## config.mk

```make
export PLATFORM = sky130hd
export DESIGN_NAME = riscv_core_icache_axi_refill
export DESIGN_NICKNAME = d
export VERILOG_FILES = /design/src/rtl/riscv_core_axi_pkg.sv /design/src/rtl/riscv_core_icache_axi_refill.sv
export SDC_FILE = /design/constraint.sdc
export NUM_CORES = 1
export LEC_CHECK = 0
export BUFFER_PORTS_ARGS = -buffer_cell sky130_fd_sc_hd__buf_2
export CORE_MARGIN = 2
export CORE_UTILIZATION = 45
export DETAILED_ROUTE_END_ITERATION = 6
export PLACE_DENSITY_LB_ADDON = 0.2
export SYNTH_ARGS = -nofsm -noshare
export SYNTH_HDL_FRONTEND = slang
export SYNTH_SLANG_ARGS = --single-unit
```

## constraint.sdc

```tcl
create_clock -name i_clk -period 2.38 [get_ports i_clk]
set_input_delay 0.476 -clock i_clk [delete_from_list [all_inputs] [get_ports i_clk]]
set_output_delay 0.476 -clock i_clk [all_outputs]
set_load 0.05 [all_outputs]
```

## src/rtl/riscv_core_axi_pkg.sv

```systemverilog
// riscv_core_axi_pkg: shared AXI4 encodings and the refill FSM state type.
//   AXI_BURST_INCR         ARBURST encoding for incrementing bursts
//   AXI_RESP_*             RRESP encodings
//   refill_state_e         IDLE -> ADDR -> DATA -> DONE refill sequence
package riscv_core_axi_pkg;
    localparam logic [1:0] AXI_BURST_INCR = 2'b01;
    localparam logic [1:0] AXI_RESP_OKAY   = 2'b00;
    localparam logic [1:0] AXI_RESP_EXOKAY = 2'b01;
    localparam logic [1:0] AXI_RESP_SLVERR = 2'b10;
    localparam logic [1:0] AXI_RESP_DECERR = 2'b11;
    typedef enum logic [1:0] {
        ST_IDLE = 2'd0,
        ST_ADDR = 2'd1,
        ST_DATA = 2'd2,
        ST_DONE = 2'd3
    } refill_state_e;
endpackage

```

## src/rtl/riscv_core_icache_axi_refill.sv

```systemverilog
// riscv_core_icache_axi_refill: turns one I-cache refill request into a single AXI4 INCR read burst
// and assembles the beats into one cache line, pulsing o_mem_done once the line is complete.
//   i_clk, i_rst_n              clock, asynchronous active-low reset
//   i_mem_req, i_addr           refill request (level) and address from the cache controller
//   o_mem_done, o_line, o_err   one-cycle completion pulse, assembled line, sticky burst error
//   o_ar*, i_arready            AXI read-address channel (single burst, constant id)
//   i_r*, o_rready              AXI read-data channel
module riscv_core_icache_axi_refill
    import riscv_core_axi_pkg::*;
#(
    parameter int ADDR_WIDTH     = 32,
    parameter int AXI_DATA_WIDTH = 32,
    parameter int LINE_WIDTH     = 256,
    parameter int AXI_ID_WIDTH   = 4,
    parameter int AXI_ID         = 0
) (
    input  logic                      i_clk,
    input  logic                      i_rst_n,
    input  logic                      i_mem_req,
    input  logic [ADDR_WIDTH-1:0]     i_addr,
    output logic                      o_mem_done,
    output logic [LINE_WIDTH-1:0]     o_line,
    output logic                      o_err,
    output logic [AXI_ID_WIDTH-1:0]   o_arid,
    output logic [ADDR_WIDTH-1:0]     o_araddr,
    output logic [7:0]                o_arlen,
    output logic [2:0]                o_arsize,
    output logic [1:0]                o_arburst,
    output logic                      o_arvalid,
    input  logic                      i_arready,
    input  logic [AXI_ID_WIDTH-1:0]   i_rid,
    input  logic [AXI_DATA_WIDTH-1:0] i_rdata,
    input  logic [1:0]                i_rresp,
    input  logic                      i_rlast,
    input  logic                      i_rvalid,
    output logic                      o_rready
);
    localparam int BEATS      = LINE_WIDTH / AXI_DATA_WIDTH;
    localparam int CNT_W      = (BEATS > 1) ? $clog2(BEATS) : 1;
    localparam int ARSIZE_C   = $clog2(AXI_DATA_WIDTH / 8);
    localparam int LINE_BYTES = LINE_WIDTH / 8;

    refill_state_e           r_state;
    refill_state_e           w_state_nxt;
    logic [ADDR_WIDTH-1:0]   r_araddr;
    logic [LINE_WIDTH-1:0]   r_line;
    logic [CNT_W-1:0]        r_cnt;
    logic                    r_err;
    logic                    w_accept;
    logic                    w_beat;
    logic                    w_last_cnt;
    logic                    w_beat_err;

    assign w_accept   = (r_state == ST_IDLE) && i_mem_req;
    assign w_beat     = (r_state == ST_DATA) && i_rvalid;
    assign w_last_cnt = (r_cnt == CNT_W'(BEATS - 1));
    // rlast must coincide exactly with the counter's final beat; the counter alone ends the burst
    assign w_beat_err = (i_rresp == AXI_RESP_SLVERR) || (i_rresp == AXI_RESP_DECERR) ||
                        (i_rid != AXI_ID_WIDTH'(AXI_ID)) || (i_rlast != w_last_cnt);

    always_ff @(posedge i_clk or negedge i_rst_n) begin
        if (!i_rst_n) r_state <= ST_IDLE;
        else          r_state <= w_state_nxt;
    end

    always_comb begin
        w_state_nxt = r_state;
        unique case (r_state)
            ST_IDLE: w_state_nxt = i_mem_req ? ST_ADDR : ST_IDLE;
            ST_ADDR: w_state_nxt = i_arready ? ST_DATA : ST_ADDR;
            ST_DATA: w_state_nxt = (i_rvalid && w_last_cnt) ? ST_DONE : ST_DATA;
            ST_DONE: w_state_nxt = ST_IDLE;
        endcase
    end

    always_comb begin
        o_arvalid  = (r_state == ST_ADDR);
        o_rready   = (r_state == ST_DATA);
        o_mem_done = (r_state == ST_DONE);
    end

    always_ff @(posedge i_clk or negedge i_rst_n) begin
        if (!i_rst_n) begin
            r_araddr <= '0;
            r_line   <= '0;
            r_cnt    <= '0;
            r_err    <= 1'b0;
        end else if (w_accept) begin
            r_araddr <= i_addr & ~ADDR_WIDTH'(LINE_BYTES - 1);
            r_cnt    <= '0;
            r_err    <= 1'b0;
        end else if (w_beat) begin
            r_cnt <= r_cnt + CNT_W'(1);
            r_err <= r_err | w_beat_err;
            for (int b = 0; b < BEATS; b++)
                if (r_cnt == CNT_W'(b)) r_line[b*AXI_DATA_WIDTH +: AXI_DATA_WIDTH] <= i_rdata;
        end
    end

    assign o_araddr  = r_araddr;
    assign o_line    = r_line;
    assign o_err     = r_err;
    assign o_arid    = AXI_ID_WIDTH'(AXI_ID);
    assign o_arlen   = 8'(BEATS - 1);
    assign o_arsize  = 3'(ARSIZE_C);
    assign o_arburst = AXI_BURST_INCR;
endmodule
```

# == Yosys cells after proc, flatten, opt, wreduce, memory -nomap -nowiden ==
# Index checks and enable logic that the tools add are counted.
# W data, S select, Z words.
# totals
ff_bits,289
output_inout_bits,309
word_cells,54
# classes
n_addsub,1
n_eq_ne,13
mux,8
bitwise,2
n_reduce_logical,18
# op_table
op,n
$reduce_and A3 Y1,8
$eq A3 B3 Y1 const B,4
$eq A2 B2 Y1 const B,4
$pmux W2 S4,1
$eq A3 B2 Y1 const B,2
$mux W3,2
$mux W1,4
$reduce_bool A4 Y1,1
$add A3 B1 Y3 const B,1
$eq A3 B1 Y1 const B,1
$logic_and A1 B1 Y1,3
$logic_not A3 Y1,1
$logic_or A1 B1 Y1,3
$eq A2 B1 Y1 const B,1
$logic_not A2 Y1,1
$mux W2,1
$reduce_bool A2 Y1,1
$ne A1 B1 Y1,1
$not A1 Y1,1
$or A1 B1 Y1,1

# == Depth between registers and ports, before layout ==
# Gate-level depths: netlist of the first run.
# logic_depth
word_depth,7
mapped_depth,7

# == Least setup slack after synthesis of the first run ==
# No wires, ideal clock.
# synth_path
kind,register to output
start,reg with a tool-made name
end,out o_arvalid
arrival_time_ps,1193
required_ps,1904
slack_ps,711
path_stages_with_launch,2
path_buffers,0
path_cell_list,dfrtp_1 -> nor2b_1
# synth_lines
element,line_no,source
to (decl),riscv_core_icache_axi_refill.sv:29,"output logic o_arvalid,"

# == Worst setup path in the final report of the first run ==
# layout_path
start,reg r_state[0]
end,out o_rready
# layout_between
elab_chain_len,1
# layout_lines
element,line_no,source
from (decl),riscv_core_icache_axi_refill.sv:43,refill_state_e r_state;
from (signal assigned),riscv_core_icache_axi_refill.sv:63,else r_state <= w_state_nxt;
$eq A2 B2 Y1,riscv_core_icache_axi_refill.sv:78,o_rready = (r_state == ST_DATA);
to (decl),riscv_core_icache_axi_refill.sv:36,output logic o_rready
# No other way between the ends.

==> results of run 1 <==
==> stage by stage <==
step | hold slack (ps) | util [%] | area, µm² | setup slack (ps)
after global placement | 407 | 55.1 | 13400 | 495
after CTS | 132 | 59.5 | 14500 | 200
after detailed placement | 411 | 55.1 | 13400 | 476
final | 163 | 59.5 | 14500 | 236
after floorplan | 180 | - | 11300 | 711
after global routing | 143 | 59.5 | 14500 | 142
==> per-layer routing <==
| layer | vias up | share of wire, % | global-route usage [%] | wire length, µm |
|---|---|---|---|---|
| li1 | 3088 | - | - | - |
| met3 | 47 | 7.0 | 5.08 | 1900 |
| met4 | 2 | 2.7 | 6.32 | 722 |
| met1 | 3517 | 43 | 27.2 | 11700 |
| met5 | - | 0.040 | 0 | 11 |
| met2 | 241 | 47 | 32.7 | 12800 |
==> logic make-up after synthesis <==
kind of cell	after synthesis	synth area share, %
other	2	0.0668
and+or+nand+nor	25	1.57
DFF	289	64.3
buffers and inverters	57	3.60
xor gates and xnor gates	2	0.156
adders and majority gates	6	0.668
muxes	283	29.4
AOI/OAI and AO/OA	3	0.245
==> area by class of cell <==
type                    instances  area share (%)
diodes                          1          0.0172
clock buffers                  43            6.07
clock inverters                13            1.31
inverters                       6           0.155
multi-input cells             341            25.4
flip-flops and latches        289            49.8
well taps                     324            2.79
repair buffers                383            14.4
==> state kept, by name, summed over array words and instances, names as in the netlist, named ones only <==
register	count
o_araddr	27
r_cnt	3
o_line	256
r_state	1
o_err	1
==> synthesized netlist by cell type, types with 2 or more instances <==
cell,n,area [µm²]
buf_4,28,210
nor3_4,2,32.5
nor2_4,2,22.5
nor2_1,4,15.0
nand4b_1,2,17.5
dfrtp_1,289,7230
conb_1,2,7.51
nand2_1,4,15.0
ha_1,6,75.1
buf_6,9,101
buf_2,14,70.1
a22o_1,2,17.5
mux2_1,4,45.0
inv_1,5,18.8
mux2_2,249,2800
mux2_4,30,450
==> worst max-delay path: stages, from the launching register on <==
cell,delay [ps]
dfrtp_1,450
nand2b_1,300
inv_1,90
buf_2,290
==> what timing repair did <==
action	CTS	global route
hold buffers	1	0
setup endpoints to repair	0	0
endpoints found under the hold margin	42	0
==> worst min path at each step <==
stage | from | to | slack, ps
floorplan | i_rst_n | asynchronous set/reset pin | 180
global placement | i_rst_n | o_line[80] | 410
detailed placement | i_rst_n | o_line[80] | 410
CTS | i_addr[6] | o_araddr[6] | 130
global route | i_addr[27] | o_araddr[27] | 140
finish | i_addr[28] | o_araddr[28] | 160
==> power breakdown <==
group          switching, mW  internal [mW]  total [mW]
registers              0.655           6.24        6.89
clock network           1.89           3.10        4.98
logic                   6.21           2.19        8.40
total                   8.75           11.5        20.3
==> run_results.csv, run 1 <==
group,metric,value,unit
die,fp-row-count,57,
yosys,synthFlopType,"dfrtp_1",
power_and_ir_drop,leakagePower,8.04,nW
timing,hold_violations,0,
placement,io_buffers,356,
routing,drt_iter0_drc,355,
global_routing,gr-total-overflow,0,
global_routing,grt_pass1_vias,6985,
timing,fin_crit,2140,ps
yosys,synthCells,667,
setup_path,start_kind,"flop",
die,core-area,24400,µm²
cells_and_area,fin_nets,1133,
power_and_ir_drop,peakVddDrop,0.875,mV
placement,routabilityCongestion,0.762,
setup_path,critical_path_arrival,1670,ps
yosys,ys_seq_elements,289,
cells_and_area,final_layout_size_suffix_gt1_share,67.0,%
setup_path,rr_worst_depth,6,
die,io_pins,385,
cells_and_area,final_cell_mix,"buf_2 (355), dfrtp_1 (289), mux2_2 (249)",
clocking,cts_tree,"yes",
routing,route.detailed.drc,0,
setup_path,reg2reg_to,"o_line[139]",
timing,finalSetupTns,0,ps
routing,vias,6895,
flow_run,maxCapViolCount,0,
yosys,yosysWarnings,0,
yosys,synthArstFlopShare,100,%
timing,rsz0062_at_grt,"no",
setup_path,critPathKind,"reg -> out",
global_routing,grt_max_degree,58,
timing,post-route-period-util,90.1,%
timing,fin_skew,5.78,ps
clocking,path_clk_slew,60,ps
placement,dpl.cell_count,1342,
global_routing,antenna_found_initial,2,
worst_hold_path,hold_class,"in -> reg",
setup_path,r2r_slack,490,ps
cells_and_area,area_delta_synth_final,29.2,%
setup_path,r2r_start,"r_cnt[0]",
clocking,postCtsSetupBuffers,0,
timing,maxSlewViolCount,0,
routing,finalWirelength,27200,µm
die,die_w,162,µm
clocking,cts_sinks,289,
placement,dp_hpwl,18600,µm
clocking,cts-htree-levels,1,
setup_path,crit_end,"o_rready",
routing,dr.pass1.iters,4,
cells_and_area,fill_cells,2001,
clocking,post_cts_resized,0,
status,status,"complete, no violations",
setup_path,required,1900,ps
die,start_util,46.1,%
yosys,synth_edf_count,0,
timing,setup_viol,0,
clocking,clkLatencyLatePin,540,ps
routing,viasPerCell,4.93,
routing,avgRoutedWirePerCell,19.4,µm
power_and_ir_drop,power_density,1400,nW/µm²
routing,drtAntennaViolNets,0,
yosys,ys_types,31,
clocking,clock_path_buffers,3,
global_routing,grt_use_total,20.3,%
power_and_ir_drop,power.total,20.3,mW
cells_and_area,layout_commonest_cell,"buf_2",
die,die_height,162,µm
setup_path,end_kind,"output port",
cells_and_area,stdcell_count,1400,
clocking,numCtsBuffers,30,
die,die-area,26300,µm²
worst_hold_path,hold_path_depth,2,
setup_path,critPathLaunch,"r_state[0]",
yosys,syn_area,11200,µm²
setup_path,crit_fanout,8,
global_routing,grt_pass1_wl,41300,µm
cells_and_area,multi_input_area,3690,µm²
yosys,syn_avg_cell_area,16.9,µm²
clocking,cts_root_buffer,"clkbuf_16",
cells_and_area,seq_area,7230,µm²
timing,fmax,466,MHz
yosys,synth-seq-area-share,64.3,%
(Power assumes the default switching activity.)
==> run 2: changes to the inputs <==
ABC_AREA = 1   (was unset)
==> run 2 against run 1 <==
Via count rose by 30%. Clock skew rose by 0.90 ps. Synthesized area rose by 1.6%. Setup slack improved by 170 ps. Synthesized cell count rose by 85%. Highest routed layer is now met4. Critical path depth did not move. Cell count rose by 39%. First-iteration DRC count rose by 57%. Combinational power rose by 25%. Sequential cell count did not move. Power rose by 14%. Routed wire length rose by 11%.
==> run_results.csv, run 2 <==
group,metric,value,unit
cells_and_area,final_layout_size_suffix_gt1_share,27.5,%
placement,routabilityCongestion,0.774,
routing,avgRoutedWirePerCell,15.6,µm
timing,slew-limit-headroom,65.9,%
status,status,"complete, no violations",
yosys,syn_avg_cell_area,9.24,µm²
cells_and_area,layout_commonest_cell,"buf_2",
routing,finalWirelength,30300,µm
timing,rsz0062_at_grt,"no",
yosys,synth-seq-area-share,63.3,%
cells_and_area,fill_cells,2232,
timing,finalSetupTns,0,ps
global_routing,antenna_found_initial,0,
routing,vias,8992,
setup_path,start_kind,"flop",
cells_and_area,diodes,0,
clocking,cts_sinks,289,
placement,io_buffers,356,
power_and_ir_drop,power.total,23.1,mW
yosys,synth_mux_area_share,0,%
power_and_ir_drop,clockPowerShare,22.0,%
yosys,ys_seq_elements,289,
yosys,yosysMostFrequentCell,"nand2_1",
yosys,synthCells,1236,
yosys,synth_edf_count,0,
timing,fmax,506,MHz
yosys,synthFlopType,"dfrtp_1",
power_and_ir_drop,p_int,11.8,mW
global_routing,top_usage_layer,"met2",
cells_and_area,largest_reg_flops,256,
power_and_ir_drop,peakVddDrop,0.910,mV
clocking,path_clk_slew,60,ps
routing,route.detailed.drc,0,
timing,setup_slack,404,ps
clocking,hold_buffers,1,
setup_path,cp_cell_sequence,"inv_1 -> nor2_1 -> buf_2",
timing,setup_viol,0,
yosys,ys_types,23,
clocking,numCtsBuffers,30,
clocking,cts-htree-levels,1,
worst_hold_path,hold_class,"in -> reg",
timing,post-route-period-util,83.0,%
yosys,synthAdderAreaFrac,0.657,%
cells_and_area,stdcell_count,1943,
routing,drtAntennaViolNets,0,
global_routing,grt_pass1_vias,8659,
cells_and_area,fin_nets,1671,
global_routing,grt_use_total,22.5,%
yosys,synth_top_area_share,63.3,%
timing,fin_skew,6.68,ps
die,die_height,163,µm
die,fp-row-count,58,
setup_path,critPathSlowestCell,"dfrtp_1",
routing,drt_iter0_drc,559,
routing,dr.pass1.iters,5,
die,die-area,26700,µm²
yosys,synthSimpleGateAreaFrac,12.7,%
setup_path,slowest_delay,420,ps
setup_path,end_kind,"output port",
placement,dpl.cell_count,1886,
cells_and_area,utilization,58.4,%
timing,hold_violations,0,
clocking,post_cts_resized,0,
clocking,cts_tree,"yes",
timing,maxSlewViolCount,0,
yosys,yosys-top-cells-count,"nand2_1 (346), dfrtp_1 (289), inv_1 (237)",
clocking,cts_root_buffer,"clkbuf_16",
die,io_pins,385,
placement,place_ws,692,ps
yosys,yosys.area_share.xor_xnor,0,%
setup_path,critical_path_arrival,1500,ps
power_and_ir_drop,pwr-share-comb,45.5,%
yosys,syn_area,11400,µm²
power_and_ir_drop,power_switching,11.3,mW
clocking,postCtsSetupBuffers,0,
setup_path,critPathKind,"reg -> out",
yosys,synth_top_family_by_area,"simple AND/OR/NAND/NOR gates",
cells_and_area,final_cell_mix,"buf_2 (355), nand2_1 (344), dfrtp_1 (289)",
die,start_util,45.6,%
global_routing,gr-usage-met1,29.3,%
die,core-area,25000,µm²
yosys,synth_top_area_cell,"dfrtp_1",
power_and_ir_drop,leakagePower,7.88,nW
yosys,yosysWarnings,0,
die,die_w,163,µm
placement,dp_hpwl,20900,µm
power_and_ir_drop,swShare,49.1,%
clocking,clock_path_buffers,3,
global_routing,gr-total-overflow,0,
setup_path,crit_fanout,4,
global_routing,grt_max_degree,65,
global_routing,use_met3,6.68,%
flow_run,maxCapViolCount,0,
cells_and_area,seq_area,7230,µm²
timing,fin_crit,1980,ps
routing,viasPerCell,4.63,
power_and_ir_drop,power_density,1580,nW/µm²
power_and_ir_drop,p_seq_share,32.6,%
timing,worstMarginPinSlew,512,ps
global_routing,met2_usage,37.1,%
yosys,synth_compound_area_share,11.6,%
setup_path,required,1900,ps
global_routing,grt_pass1_wl,47400,µm
yosys,netlist_top_cells_area,"dfrtp_1 (63%), nand2_1 (11%), o21ai_0 (10%), inv_1 (7.8%), buf_4 (2.1%)",
cells_and_area,multi_input_area,2930,µm²
cells_and_area,area_delta_synth_final,27.9,%
clocking,clkLatencyLatePin,550,ps
yosys,synthArstFlopShare,100,%
## run 2: layout make-up
type                       count  share of cell area, %
sequential                   289                   49.5
multi-input combinational    651                   20.1
timing repair buffer         377                   14.0
inverter                     240                   6.18
clock buffer                  40                   6.02
tap                          330                   2.83
clock inverter                16                   1.46
## run 2: layer usage
metal / part of all wire [%] / vias up
met3: 9.0 / 52
met1: 42 / 4224
met4: 2.4 / 0
met5: 0 / -
li1: - / 4409
met2: 47 / 307
## run 2: worst paths after layout
kind	start	to	slack, ps	cells after the start
max	r_state[0]	o_arvalid	400	3
min	i_addr[16]	o_araddr[16]	120	3
max reg2reg	r_cnt[2]	o_line[105]	680	5
min reg2reg	o_araddr[28]	o_araddr[28]	480	2
max in group asynchronous	i_rst_n	o_araddr[6]	1130	3
min in group asynchronous	i_rst_n	o_line[186]	460	2
## run 2: per-stage QoR
stage / instance area [µm²] / hold slack (ps)
after floorplan: 11500 / 180
after global placement: 13500 / 458
after detailed placement: 13500 / 461
after CTS: 14600 / 96.1
after global routing: 14600 / 104
final: 14600 / 120
## run 2: logic make-up after synthesis
kind of cell               after synthesis
DFF                                    289
and+or+nand+nor                        360
adders and majority gates                6
other                                    2
buffers and inverters                  316
AOI/OAI and AO/OA                      263
## run 2: worst max-delay path, delay by kind of cell (launching register included)
kind | cells | cell delay [ps]
flops | 1 | 420
buf+inv | 2 | 380
simple gates | 1 | 150
## run 2: power by group through the flow
stage	Sequential, mW	Combinational [mW]	Clock [mW]
floorplan	13.5	1.85	0
global placement	7.52	10.5	0
detailed placement	7.56	10.6	0
CTS	7.54	10.6	5.18
global route	7.75	11.1	5.40
finish	7.53	10.5	5.08
